[src/rtl/cdd_host_seq_pkg.sv]
// cdd_pkg: shared types and checksum for the CDD nibble-serial link.
// The checksum function is also used by drive-side models.
package cdd_pkg;

  localparam int         NIBBLES  = 10;
  localparam logic [3:0] CHK_SEED = 4'd5;

  typedef enum logic [2:0] {
    IDLE,
    RX_HI,
    RX_LO,
    TX_SETUP,
    TX_HI,
    TX_LO,
    FINISH
  } cdd_state_e;

  function automatic logic [3:0] cdd_checksum(
    input logic [35:0] n
  );
    logic [3:0] s;
    s = CHK_SEED;
    for (int i = 0; i < 9; i++) begin
      s = s + n[4*i +: 4];
    end
    return ~s;
  endfunction

endpackage

[src/rtl/cdd_host_seq_if.sv]
// cdd_host_seq_if: CDD link between host and drive.
// Host side is master, drive side is slave.
interface cdd_host_seq_if;
  logic       CD_nIRQ;
  logic       CDCK;
  logic [3:0] CDD_DIN;
  logic       HOCK;
  logic [3:0] CDD_DOUT;

  modport master (
    input  CD_nIRQ,
    input  CDCK,
    input  CDD_DIN,
    output HOCK,
    output CDD_DOUT
  );

  modport slave (
    output CD_nIRQ,
    output CDCK,
    output CDD_DIN,
    input  HOCK,
    input  CDD_DOUT
  );
endinterface

[src/rtl/cdd_sync.sv]
// cdd_sync: generic 2-flop synchroniser.
// RST_VAL sets the idle level seen while in reset.
module cdd_sync #(
  parameter int               WIDTH   = 1,
  parameter logic [WIDTH-1:0] RST_VAL = '0
) (
  input  logic             CLK_12M,
  input  logic             RESET,
  input  logic [WIDTH-1:0] d,
  output logic [WIDTH-1:0] q
);

  logic [WIDTH-1:0] meta;

  always_ff @(posedge CLK_12M or posedge RESET) begin
    if (RESET) begin
      meta <= RST_VAL;
      q    <= RST_VAL;
    end else begin
      meta <= d;
      q    <= meta;
    end
  end

endmodule

[src/rtl/cdd_host_seq.sv]
// cdd_host_seq: host sequencer for the CDD nibble-serial link.
// Define CDD_STATUS_CHK_EN to build the status checksum check.
module cdd_host_seq
  import cdd_pkg::*;
#(
  parameter int STEP_DIV = 12,
  parameter int TIMEOUT  = 4095
) (
  input  logic           CLK_12M,
  input  logic           RESET,
  cdd_host_seq_if.master cdd,
  input  logic           cmd_wr,
  input  logic [35:0]    cmd_data,
  output logic           cmd_pending,
  output logic [39:0]    status_data,
  output logic           status_valid,
  output logic           status_err,
  output logic           timeout_err,
  input  logic           err_clr,
  output logic           busy
);

  localparam int SW = $clog2(STEP_DIV);
  localparam int TW = $clog2(TIMEOUT + 1);

  logic [SW-1:0] step;
  logic          tick;
  logic          nirq_s;
  logic          nirq_q;
  logic          cdck_s;
  logic [3:0]    din_s;
  logic          irq_ev;
  logic          irq_lat;

  cdd_state_e    state;
  logic [3:0]    idx;
  logic [TW-1:0] to_cnt;
  logic          hock;
  logic [3:0]    dout;

  logic [NIBBLES-1:0][3:0] rx;
  logic [NIBBLES-1:0][3:0] snap;
  logic [35:0]   cmd_buf;
  logic [35:0]   snap_src;
  logic          snap_cpu;
  logic          wait_st;
  logic          go;
  logic          to_last;

  cdd_sync #(.WIDTH(1), .RST_VAL(1'b1)) u_sync_irq (
    .CLK_12M (CLK_12M),
    .RESET   (RESET),
    .d       (cdd.CD_nIRQ),
    .q       (nirq_s)
  );

  cdd_sync #(.WIDTH(1), .RST_VAL(1'b0)) u_sync_ck (
    .CLK_12M (CLK_12M),
    .RESET   (RESET),
    .d       (cdd.CDCK),
    .q       (cdck_s)
  );

  cdd_sync #(.WIDTH(4), .RST_VAL(4'h0)) u_sync_din (
    .CLK_12M (CLK_12M),
    .RESET   (RESET),
    .d       (cdd.CDD_DIN),
    .q       (din_s)
  );

  assign cdd.HOCK     = hock;
  assign cdd.CDD_DOUT = dout;

  assign tick     = step == SW'(STEP_DIV - 1);
  assign irq_ev   = nirq_q & ~nirq_s;
  assign snap_src = cmd_pending ? cmd_buf : '0;
  assign wait_st  = state inside {RX_HI, RX_LO, TX_HI, TX_LO};
  assign go       = (state == RX_HI || state == TX_HI)
                  ? cdck_s : ~cdck_s;
  assign to_last  = to_cnt == TW'(TIMEOUT - 1);

  always_ff @(posedge CLK_12M or posedge RESET) begin
    if (RESET) begin
      step   <= '0;
      nirq_q <= 1'b1;
    end else begin
      step   <= tick ? '0 : step + 1'b1;
      nirq_q <= nirq_s;
    end
  end

  always_ff @(posedge CLK_12M or posedge RESET) begin
    if (RESET) begin
      state        <= IDLE;
      idx          <= '0;
      to_cnt       <= '0;
      irq_lat      <= 1'b0;
      hock         <= 1'b0;
      dout         <= '0;
      busy         <= 1'b0;
      cmd_pending  <= 1'b0;
      cmd_buf      <= '0;
      snap         <= '0;
      snap_cpu     <= 1'b0;
      rx           <= '0;
      status_data  <= '0;
      status_valid <= 1'b0;
      timeout_err  <= 1'b0;
    end else begin
      status_valid <= 1'b0;
      if (err_clr) timeout_err <= 1'b0;
      if (cmd_wr) begin
        cmd_buf     <= cmd_data;
        cmd_pending <= 1'b1;
      end
      if (irq_ev && state == IDLE) irq_lat <= 1'b1;
      if (state == TX_SETUP) dout <= snap[idx];
      if (tick) begin
        unique case (state)
          IDLE: if (irq_lat || irq_ev) begin
            // a write in this same cycle stays pending
            snap     <= {cdd_checksum(snap_src), snap_src};
            snap_cpu <= cmd_pending;
            if (!cmd_wr) cmd_pending <= 1'b0;
            irq_lat  <= 1'b0;
            idx      <= '0;
            to_cnt   <= '0;
            busy     <= 1'b1;
            hock     <= 1'b1;
            state    <= RX_HI;
          end
          RX_HI: if (go) begin
            rx[idx] <= din_s;
            hock    <= 1'b0;
            to_cnt  <= '0;
            if (idx == 4'(NIBBLES - 1)) begin
              idx   <= '0;
              state <= TX_SETUP;
            end else begin
              state <= RX_LO;
            end
          end
          RX_LO: if (go) begin
            idx    <= idx + 4'd1;
            hock   <= 1'b1;
            to_cnt <= '0;
            state  <= RX_HI;
          end
          TX_SETUP: begin
            hock   <= 1'b1;
            to_cnt <= '0;
            state  <= TX_HI;
          end
          TX_HI: if (go) begin
            hock   <= 1'b0;
            to_cnt <= '0;
            state  <= TX_LO;
          end
          TX_LO: if (go) begin
            to_cnt <= '0;
            if (idx == 4'(NIBBLES - 1)) begin
              state <= FINISH;
            end else begin
              idx   <= idx + 4'd1;
              state <= TX_SETUP;
            end
          end
          FINISH: begin
            status_data  <= rx;
            status_valid <= 1'b1;
            busy         <= 1'b0;
            state        <= IDLE;
          end
          default: state <= IDLE;
        endcase
        if (wait_st && !go) begin
          if (to_last) begin
            timeout_err <= 1'b1;
            hock        <= 1'b0;
            busy        <= 1'b0;
            to_cnt      <= '0;
            state       <= IDLE;
            if (snap_cpu) cmd_pending <= 1'b1;
          end else begin
            to_cnt <= to_cnt + 1'b1;
          end
        end
      end
    end
  end

`ifdef CDD_STATUS_CHK_EN
  logic st_err;

  always_ff @(posedge CLK_12M or posedge RESET) begin
    if (RESET) begin
      st_err <= 1'b0;
    end else begin
      if (err_clr) st_err <= 1'b0;
      if (tick && state == FINISH &&
          rx[9] != cdd_checksum(rx[8:0]))
        st_err <= 1'b1;
    end
  end

  assign status_err = st_err;
`else
  assign status_err = 1'b0;
`endif

endmodule

[src/flat_wrapper.sv]
// flat-port wrapper written by rule: the top's interface ports become plain ports
module cdd_host_seq_flat import cdd_pkg::*;
#(
  parameter int STEP_DIV = 12,
  parameter int TIMEOUT  = 4095
)
  (CLK_12M, RESET, cmd_wr, cmd_data, cmd_pending, status_data, status_valid, status_err, timeout_err, err_clr, busy, cdd_CD_nIRQ, cdd_CDCK, cdd_CDD_DIN, cdd_HOCK, cdd_CDD_DOUT);
  cdd_host_seq_if cdd_i ();
  input  logic CLK_12M;
  input  logic RESET;
  input  logic cmd_wr;
  input  logic [35:0] cmd_data;
  output logic cmd_pending;
  output logic [39:0] status_data;
  output logic status_valid;
  output logic status_err;
  output logic timeout_err;
  input  logic err_clr;
  output logic busy;
  input wire logic [$bits(cdd_i.CD_nIRQ)-1:0] cdd_CD_nIRQ;
  input wire logic [$bits(cdd_i.CDCK)-1:0] cdd_CDCK;
  input wire logic [$bits(cdd_i.CDD_DIN)-1:0] cdd_CDD_DIN;
  output wire logic [$bits(cdd_i.HOCK)-1:0] cdd_HOCK;
  output wire logic [$bits(cdd_i.CDD_DOUT)-1:0] cdd_CDD_DOUT;
  assign cdd_i.CD_nIRQ = cdd_CD_nIRQ;
  assign cdd_i.CDCK = cdd_CDCK;
  assign cdd_i.CDD_DIN = cdd_CDD_DIN;
  assign cdd_HOCK = cdd_i.HOCK;
  assign cdd_CDD_DOUT = cdd_i.CDD_DOUT;
  cdd_host_seq #(.STEP_DIV(STEP_DIV), .TIMEOUT(TIMEOUT)) u_core (.CLK_12M(CLK_12M), .RESET(RESET), .cdd(cdd_i), .cmd_wr(cmd_wr), .cmd_data(cmd_data), .cmd_pending(cmd_pending), .status_data(status_data), .status_valid(status_valid), .status_err(status_err), .timeout_err(timeout_err), .err_clr(err_clr), .busy(busy));
endmodule
[config.mk]
export PLATFORM = sky130hd
export DESIGN_NAME = cdd_host_seq_flat
export DESIGN_NICKNAME = d
export VERILOG_FILES = /design/src/rtl/cdd_host_seq_pkg.sv /design/src/rtl/cdd_host_seq_if.sv /design/src/rtl/cdd_sync.sv /design/src/rtl/cdd_host_seq.sv /design/src/flat_wrapper.sv
export SDC_FILE = /design/constraint.sdc
export NUM_CORES = 1
export LEC_CHECK = 0
export ABC_AREA = 1
export BUFFER_PORTS_ARGS = -buffer_cell sky130_fd_sc_hd__buf_2
export CAP_MARGIN = 20
export CORE_ASPECT_RATIO = 0.75
export CORE_MARGIN = 1
export CORE_UTILIZATION = 59
export CTS_BUF_LIST = sky130_fd_sc_hd__clkbuf_8 sky130_fd_sc_hd__clkbuf_16
export DETAILED_ROUTE_END_ITERATION = 7
export GPL_TIMING_DRIVEN = 0
export PLACE_DENSITY = 0.8
export SETUP_SLACK_MARGIN = 0.5
export SYNTH_ARGS = -nofsm -noshare
export SYNTH_HDL_FRONTEND = slang
export SYNTH_SLANG_ARGS = --single-unit
[constraint.sdc]
create_clock -name CLK_12M -period 8.2 [get_ports CLK_12M]
set_clock_uncertainty 0.05 [all_clocks]
set_input_delay 0.82 -clock CLK_12M [delete_from_list [all_inputs] [get_ports CLK_12M]]
set_output_delay 0.82 -clock CLK_12M [all_outputs]
set_load 0.005 [all_outputs]
=== Word-level counts from Yosys, hierarchy flattened ===
Cells that the tools add are included.

* Input bits: 46
* Bits in read-only memories: 0
* Output and inout port bits: 50
* RAM bits: 0
* Logic and storage cells: 151
* Memories kept: 0
* Bits in registers: 203
* Latch bits: 0

* Divide/modulo/power cells: 0
* Bitwise operators: 4
* Equal/unequal tests: 17
* Reductions and logical operators: 17
* Order comparisons: 2
* Shift operators: 0
* Add/sub/neg operators: 12
* Multipliers: 0
* Mux-type cells: 58

{| class="wikitable"
|+ Operators with widths
! cell !! number
|-
| 12-bit 2-to-1 mux || 4
|-
| 40-bit bitwise mux || 1
|-
| 36-bit 2-to-1 mux || 1
|-
| 4-bit 2-to-1 mux || 9
|-
| 12-bit case mux with 3 select lines || 1
|-
| 4-bit adder || 8
|-
| 1-bit 2-to-1 mux || 28
|-
| 3-bit 2-to-1 mux || 8
|-
| 3-bit case mux with 6 select lines || 1
|-
| 4-bit binary-select mux with 4-bit select || 1
|-
| 4-bit demux with 4-bit select || 1
|-
| 4-bit case mux with 4 select lines || 1
|-
| 12-bit by 1-bit adder with 12-bit output, second input constant || 1
|-
| 12-bit equality test, second input constant || 1
|-
| 4-bit nonzero test || 3
|-
| 3-bit equality test, second input constant || 3
|-
| 4-bit by 1-bit adder with 4-bit output, second input constant || 2
|-
| 4-bit equality test, second input constant || 2
|-
| 8-bit AND reduction || 1
|-
| 3-bit by 2-bit equality test with 1-bit output, second input constant || 2
|-
| 2-bit by 1-bit inequality test with 1-bit output, second input constant || 3
|-
| 2-bit inequality test, second input constant || 3
|-
| 3-bit AND reduction || 2
|-
| 4-bit by 5-bit less-than comparator with 1-bit output, second input constant || 1
|-
| 18 further kinds || 22
|}

=== Depth between registers and ports, before layout ===
* Depth after elaboration: 11
* Mapped depth: 27
* Gate-level depth less buffers: 23

=== Cells and area by module ===
A second synthesis with hierarchy kept.

* Cell total of the unflattened synthesis: 1059
* Area, all modules: 9130.0 um^2

{| class="wikitable"
|+ By module, submodules not included
! module !! area each (um^2) !! times used !! seq. area each (um^2) !! cells each
|-
| cdd_host_seq || 8816.0 || 1 || 4780.8 || 1044
|-
| cdd_sync (u_core.u_sync_din) || 203.9 || 1 || 200.2 || 9
|-
| cdd_sync (u_core.u_sync_irq) || 56.3 || 1 || 52.6 || 3
|-
| cdd_sync (u_core.u_sync_ck) || 53.8 || 1 || 50.0 || 3
|}

=== Worst setup path before layout ===
Ideal clock, no wire load.

* Path type: register to register
* From: register u_core.cmd_pending
* To: register u_core.snap[39] in the netlist's numbering
* Period minus slack after synthesis: 4742 ps
* Data required time: 8033 ps
* Setup time: 117 ps
* Data arrival time: 4575 ps
* Slack: 3458 ps
* Buffers on the path: 4
* Cell stages (with the launch flop): 26
* Path through: dfrtp_1 > buf_2 > buf_2 > buf_2 > buf_1 > nand2_1 > inv_1 > fa_1 > fa_1 > fa_1 > inv_1 > fa_1 > inv_1 > ha_1 > inv_1 > fa_1 > xnor2_1 > inv_1 > nand2_1 > nand2_1 > inv_1 > nand3_1 > nand2_1 > nand2_1 > nand3_1 > nand2_1

* Elaborated cells between the ends (all ways): 11
* Those cells by class: add/sub (9); mux (1); bitwise (1)

{| class="wikitable"
|+ RTL lines
! element !! line !! source
|-
| from (decl) || cdd_host_seq.sv:14 || <nowiki>output logic cmd_pending,</nowiki>
|-
| from (signal assigned) || cdd_host_seq.sv:101 || <nowiki>cmd_pending <= 1'b0;</nowiki>
|-
| from (signal assigned) || cdd_host_seq.sv:114 || <nowiki>cmd_pending <= 1'b1;</nowiki>
|-
| from (signal assigned) || cdd_host_seq.sv:124 || <nowiki>if (!cmd_wr) cmd_pending <= 1'b0;</nowiki>
|-
| 36-bit 2-to-1 mux || cdd_host_seq.sv:76 || <nowiki>assign snap_src = cmd_pending ? cmd_buf : '0;</nowiki>
|-
| named net u_core.snap_src[9] || cdd_host_seq.sv:44 || <nowiki>logic [35:0] snap_src;</nowiki>
|-
| 4-bit adder (7 in a row) || cdd_host_seq_pkg.sv:24 || <nowiki>s = s + n[4*i +: 4];</nowiki>
|-
| 4-bit NOT || cdd_host_seq_pkg.sv:26 || <nowiki>return ~s;</nowiki>
|-
| to (signal assigned) || cdd_host_seq.sv:122 || <nowiki>snap <= {cdd_checksum(snap_src), snap_src};</nowiki>
|-
| to (decl) || cdd_host_seq.sv:42 || <nowiki>logic [NIBBLES-1:0][3:0] snap;</nowiki>
|}

The timed path passes the listed nets, and every way through them passes these cells.
A chain may end at the register's enable or synchronous reset.

=== Worst setup path in the final report ===
Ends and elaborated chain as after synthesis.

==> impl_metrics.xml <==
<?xml version="1.0" encoding="UTF-8"?>
<metrics>
  <group name="worst_setup_path">
    <metric name="largest_driver_fanout_on_the_critical_path" unit="">10</metric>
    <metric name="setup.worst_path.start" unit="">u_core.cmd_pending$_DFF_PP0_</metric>
    <metric name="path_delay_family" unit="">adder cells</metric>
    <metric name="critical_path_buf_inv_count" unit="">10</metric>
    <metric name="arr_time_crit_path" unit="ns">5.86</metric>
    <metric name="launch_instance_of_the_worst_register_to_register_path" unit="">u_core.cmd_pending$_DFF_PP0_</metric>
    <metric name="timing.setup.critical_path_class" unit="">reg -&gt; reg</metric>
    <metric name="worst_setup_path_start_kind" unit="">flip-flop</metric>
    <metric name="timing.critical_path.slowest_stage_cell" unit="">sky130_fd_sc_hd__fa_1</metric>
    <metric name="critPathMaxStageDelay" unit="ns">0.54</metric>
    <metric name="endpoint_kind" unit="">flip-flop</metric>
    <metric name="cp_data_required_time" unit="ns">8.53</metric>
  </group>
  <group name="synth">
    <metric name="synth_edf_count" unit="">0</metric>
    <metric name="synth_top_family_by_area" unit="">simple AND/OR/NAND/NOR gates</metric>
    <metric name="yosysSeqAreaShare" unit="%">55.5</metric>
    <metric name="avgSynthCellArea" unit="um^2">8.60</metric>
    <metric name="synth_cell_types" unit="">42</metric>
    <metric name="synth_fa_ha_area_share" unit="%">5.32</metric>
    <metric name="synth_top_cell_by_area" unit="">sky130_fd_sc_hd__dfrtp_1</metric>
    <metric name="postSynth.topFlopCell" unit="">sky130_fd_sc_hd__dfrtp_1</metric>
    <metric name="async_reset_ff_share" unit="%">100</metric>
    <metric name="postSynthRegisterBits" unit="">203</metric>
    <metric name="syn_inst" unit="">1066</metric>
    <metric name="yosys_warnings" unit="">0</metric>
    <metric name="syn_area" unit="um^2">9170</metric>
    <metric name="yosysTopAreaCellShare" unit="%">54.6</metric>
    <metric name="top_cells_by_count_synth" unit="">sky130_fd_sc_hd__nand2_1, sky130_fd_sc_hd__dfrtp_1, sky130_fd_sc_hd__o21ai_0</metric>
    <metric name="synth_simple_gate_area_share" unit="%">23.0</metric>
    <metric name="top_count_cell_post_synth" unit="">sky130_fd_sc_hd__nand2_1</metric>
    <metric name="muxShareOfSynthArea" unit="%">0</metric>
    <metric name="synth_compound_area_share" unit="%">9.56</metric>
    <metric name="post_synth_main_area_contributors" unit="">sky130_fd_sc_hd__dfrtp_1, sky130_fd_sc_hd__nand2_1, sky130_fd_sc_hd__o21ai_0</metric>
    <metric name="postSynthNetCount" unit="">1140</metric>
    <metric name="synth_xor_xnor_area_share" unit="%">0.956</metric>
  </group>
  <group name="pwr">
    <metric name="power.static_leakage" unit="nW">5.68</metric>
    <metric name="fraction_of_power_consumed_by_combinational_cells" unit="%">24.6</metric>
    <metric name="power_switching_share" unit="%">31.0</metric>
    <metric name="power_per_standard_cell_area" unit="nW/um^2">268</metric>
    <metric name="internal-power" unit="mW">1.96</metric>
    <metric name="worst_ir_drop_vdd" unit="mV">0.194</metric>
    <metric name="design_power_total" unit="mW">2.85</metric>
    <metric name="net-switching-power" unit="mW">0.881</metric>
    <metric name="power_frac_seq" unit="%">41.4</metric>
    <metric name="clock_power_share" unit="%">34.0</metric>
  </group>
  <group name="outcome">
    <metric name="status" unit="">complete, no violations</metric>
  </group>
  <group name="route">
    <metric name="vias_per_cell" unit="">5.27</metric>
    <metric name="drt_pass1_iterations" unit="">7</metric>
    <metric name="route.detailed.wl_per_inst" unit="um">14.5</metric>
    <metric name="initialDrtViolationCount" unit="">544</metric>
    <metric name="totalWireLength" unit="um">20300</metric>
    <metric name="dr_total_vias" unit="">7371</metric>
    <metric name="drt.antenna.violating_nets" unit="">0</metric>
    <metric name="route.detailed.drc" unit="">0</metric>
  </group>
  <group name="clocking">
    <metric name="post-cts-setup-buffers" unit="">0</metric>
    <metric name="cts_num_sinks" unit="">203</metric>
    <metric name="clkLatencyLatePin" unit="ns">0.48</metric>
    <metric name="cts_made_buffers" unit="">20</metric>
    <metric name="cts-root-buf" unit="">sky130_fd_sc_hd__clkbuf_16</metric>
    <metric name="holdBufCountCts" unit="">0</metric>
    <metric name="post_cts_resized" unit="">0</metric>
    <metric name="cts_h_tree_depth" unit="">1</metric>
    <metric name="worst_setup_hold_path_clk_slew" unit="ns">0.06</metric>
    <metric name="clock_tree_buf_depth" unit="">3</metric>
    <metric name="clock_tree_from_tritoncts" unit="">done</metric>
  </group>
  <group name="job">
    <metric name="maxCapViolations" unit="">0</metric>
  </group>
  <group name="worst_hold_path">
    <metric name="worst_min_delay_path_class" unit="">reg -&gt; reg</metric>
    <metric name="timing.hold.worst.start" unit="">u_core.u_sync_ck.meta$_DFF_PP0_</metric>
  </group>
  <group name="floorplanning">
    <metric name="placementRows" unit="">39</metric>
    <metric name="die-width" unit="um">146</metric>
    <metric name="die_h" unit="um">110</metric>
    <metric name="dieArea" unit="um^2">16000</metric>
    <metric name="core_area" unit="um^2">15200</metric>
    <metric name="initial_core_util" unit="%">60.2</metric>
    <metric name="io_pins" unit="">96</metric>
  </group>
  <group name="placed_design">
    <metric name="port-buffer-count" unit="">93</metric>
    <metric name="detailedPlacementHpwl" unit="um">14100</metric>
    <metric name="detailedPlace.worstSlack" unit="ns">2.71</metric>
    <metric name="gpl.final_weighted_congestion" unit="">0.887</metric>
  </group>
  <group name="global_route">
    <metric name="number_of_global_route_vias_before_repair" unit="">6854</metric>
    <metric name="all_layer_gr_usage" unit="%">26.4</metric>
    <metric name="grt_antenna_before_repair" unit="">0</metric>
    <metric name="grt-ovfl-total" unit="">0</metric>
    <metric name="global_route_wire_length_before_repair" unit="um">33600</metric>
    <metric name="pin_count_of_the_biggest_net_entering_global_routing" unit="">122</metric>
  </group>
  <group name="timing">
    <metric name="timing.fmax" unit="GHz">0.181</metric>
    <metric name="period_needed" unit="ns">5.53</metric>
    <metric name="min_period_over_period" unit="%">67.5</metric>
    <metric name="report.final.slew_viol_count" unit="">0</metric>
    <metric name="grt_setup_unrepaired" unit="">false</metric>
    <metric name="worst_slew_pin_slew" unit="ns">0.626</metric>
    <metric name="final_critical_path_setup_slack" unit="ns">2.67</metric>
    <metric name="timing_hold_violations_final" unit="">0</metric>
    <metric name="timing.final.setup_violations" unit="">0</metric>
    <metric name="timing.slew.headroom" unit="%">58.1</metric>
  </group>
  <group name="finish">
    <metric name="fillers" unit="">1238</metric>
    <metric name="post_route_cells_drive_above_1_share" unit="%">14.1</metric>
    <metric name="layout.nets" unit="">1256</metric>
    <metric name="antenna_cells" unit="">0</metric>
    <metric name="layout-area-overhead-vs-synth" unit="%">15.9</metric>
  </group>
</metrics>
==> layout by cell type (no fill, tap or decap), types with 6 or more instances in the layout <==
| master | n |
|---|---|
| sky130_fd_sc_hd__inv_1 | 87 |
| sky130_fd_sc_hd__xnor2_1 | 6 |
| sky130_fd_sc_hd__o22ai_1 | 7 |
| sky130_fd_sc_hd__o21ai_0 | 121 |
| sky130_fd_sc_hd__buf_2 | 110 |
| sky130_fd_sc_hd__clkbuf_16 | 21 |
| sky130_fd_sc_hd__ha_1 | 11 |
| sky130_fd_sc_hd__nand2_1 | 429 |
| sky130_fd_sc_hd__nand3_1 | 40 |
| sky130_fd_sc_hd__clkbuf_1 | 18 |
| sky130_fd_sc_hd__a21oi_1 | 19 |
| sky130_fd_sc_hd__fa_1 | 17 |
| sky130_fd_sc_hd__nor2_1 | 38 |
| sky130_fd_sc_hd__dfrtp_1 | 200 |
| sky130_fd_sc_hd__inv_2 | 8 |
==> metal layers <==
metal,GRT usage (%),up-vias,share of wire [%]
met5,0,-,0
met4,5.26,0,1.7
met3,3.61,27,5.3
met2,42.0,225,46
met1,39.1,3512,47
li1,-,3607,-
==> worst paths after layout <==
| kind | cells after the start | slack [ns] | endpoint |
|---|---|---|---|
| min | 0 | 0.30 | u_core.u_sync_ck.q$_DFF_PP0_ |
| min in group asynchronous | 2 | 0.35 | u_core.step[2]$_DFF_PP0_ |
| max reg2reg | 25 | 2.67 | u_core.snap[39]$_DFFE_PP0P_ |
| min reg2reg | 0 | 0.30 | u_core.u_sync_ck.q$_DFF_PP0_ |
| max in group asynchronous | 3 | 6.79 | u_core.status_data[18]$_DFFE_PP0P_ |
| max | 25 | 2.67 | u_core.snap[39]$_DFFE_PP0P_ |
==> area by class of cell <==
type                    instances  area [um^2]  area share (%)
flip-flops and latches        203         5080            47.8
clock buffers                  25          581            5.46
plain buffers                  38          168            1.58
multi-input cells             731         3560            33.5
inverters                      94          360            3.39
repair buffers                 94          493            4.64
well taps                     205          256            2.41
clock inverters                10          121            1.14
==> logic make-up after synthesis <==
family / Yosys count
DFF: 203
and+or+nand+nor: 526
buffers and inverters: 132
adders and majority gates: 29
AOI/OAI and AO/OA: 165
xor gates and xnor gates: 10
other: 1
==> sequential cells by signal (all words and copies together), names as in the netlist, 12 cells and up <==
name and cells:
u_core.to_cnt 12, u_core.status_data 40, u_core.rx 40, u_core.snap 40, u_core.cmd_buf 36
==> per-stage QoR <==
stage | util (%) | TNS (ns) | hold WS (ns) | cell area (um^2) | instances
final | 69.8 | 0 | 0.296 | 10600 | 1400
after CTS | 69.8 | 0 | 0.299 | 10600 | 1400
after detailed placement | 65.2 | 0 | 0.285 | 9920 | 1365
after floorplan | - | 0 | 0.281 | 9170 | 1066
after global routing | 69.8 | 0 | 0.310 | 10600 | 1400
after global placement | 64.9 | -56.19 | 0.283 | 9890 | 1364
==> power groups by stage <==
| stage | Clock (mW) | Combinational, mW | Sequential (mW) |
|---|---|---|---|
| 2_1_floorplan | 0 | 0.510 | 1.17 |
| 3_3_place_gp | 0 | 0.666 | 1.19 |
| 3_5_place_dp | 0 | 0.695 | 1.19 |
| 4_1_cts | 0.979 | 0.701 | 1.18 |
| 5_1_grt | 1.02 | 0.805 | 1.19 |
| 6_report | 0.967 | 0.701 | 1.18 |
No activity file was read; power rests on OpenSTA's default activity.
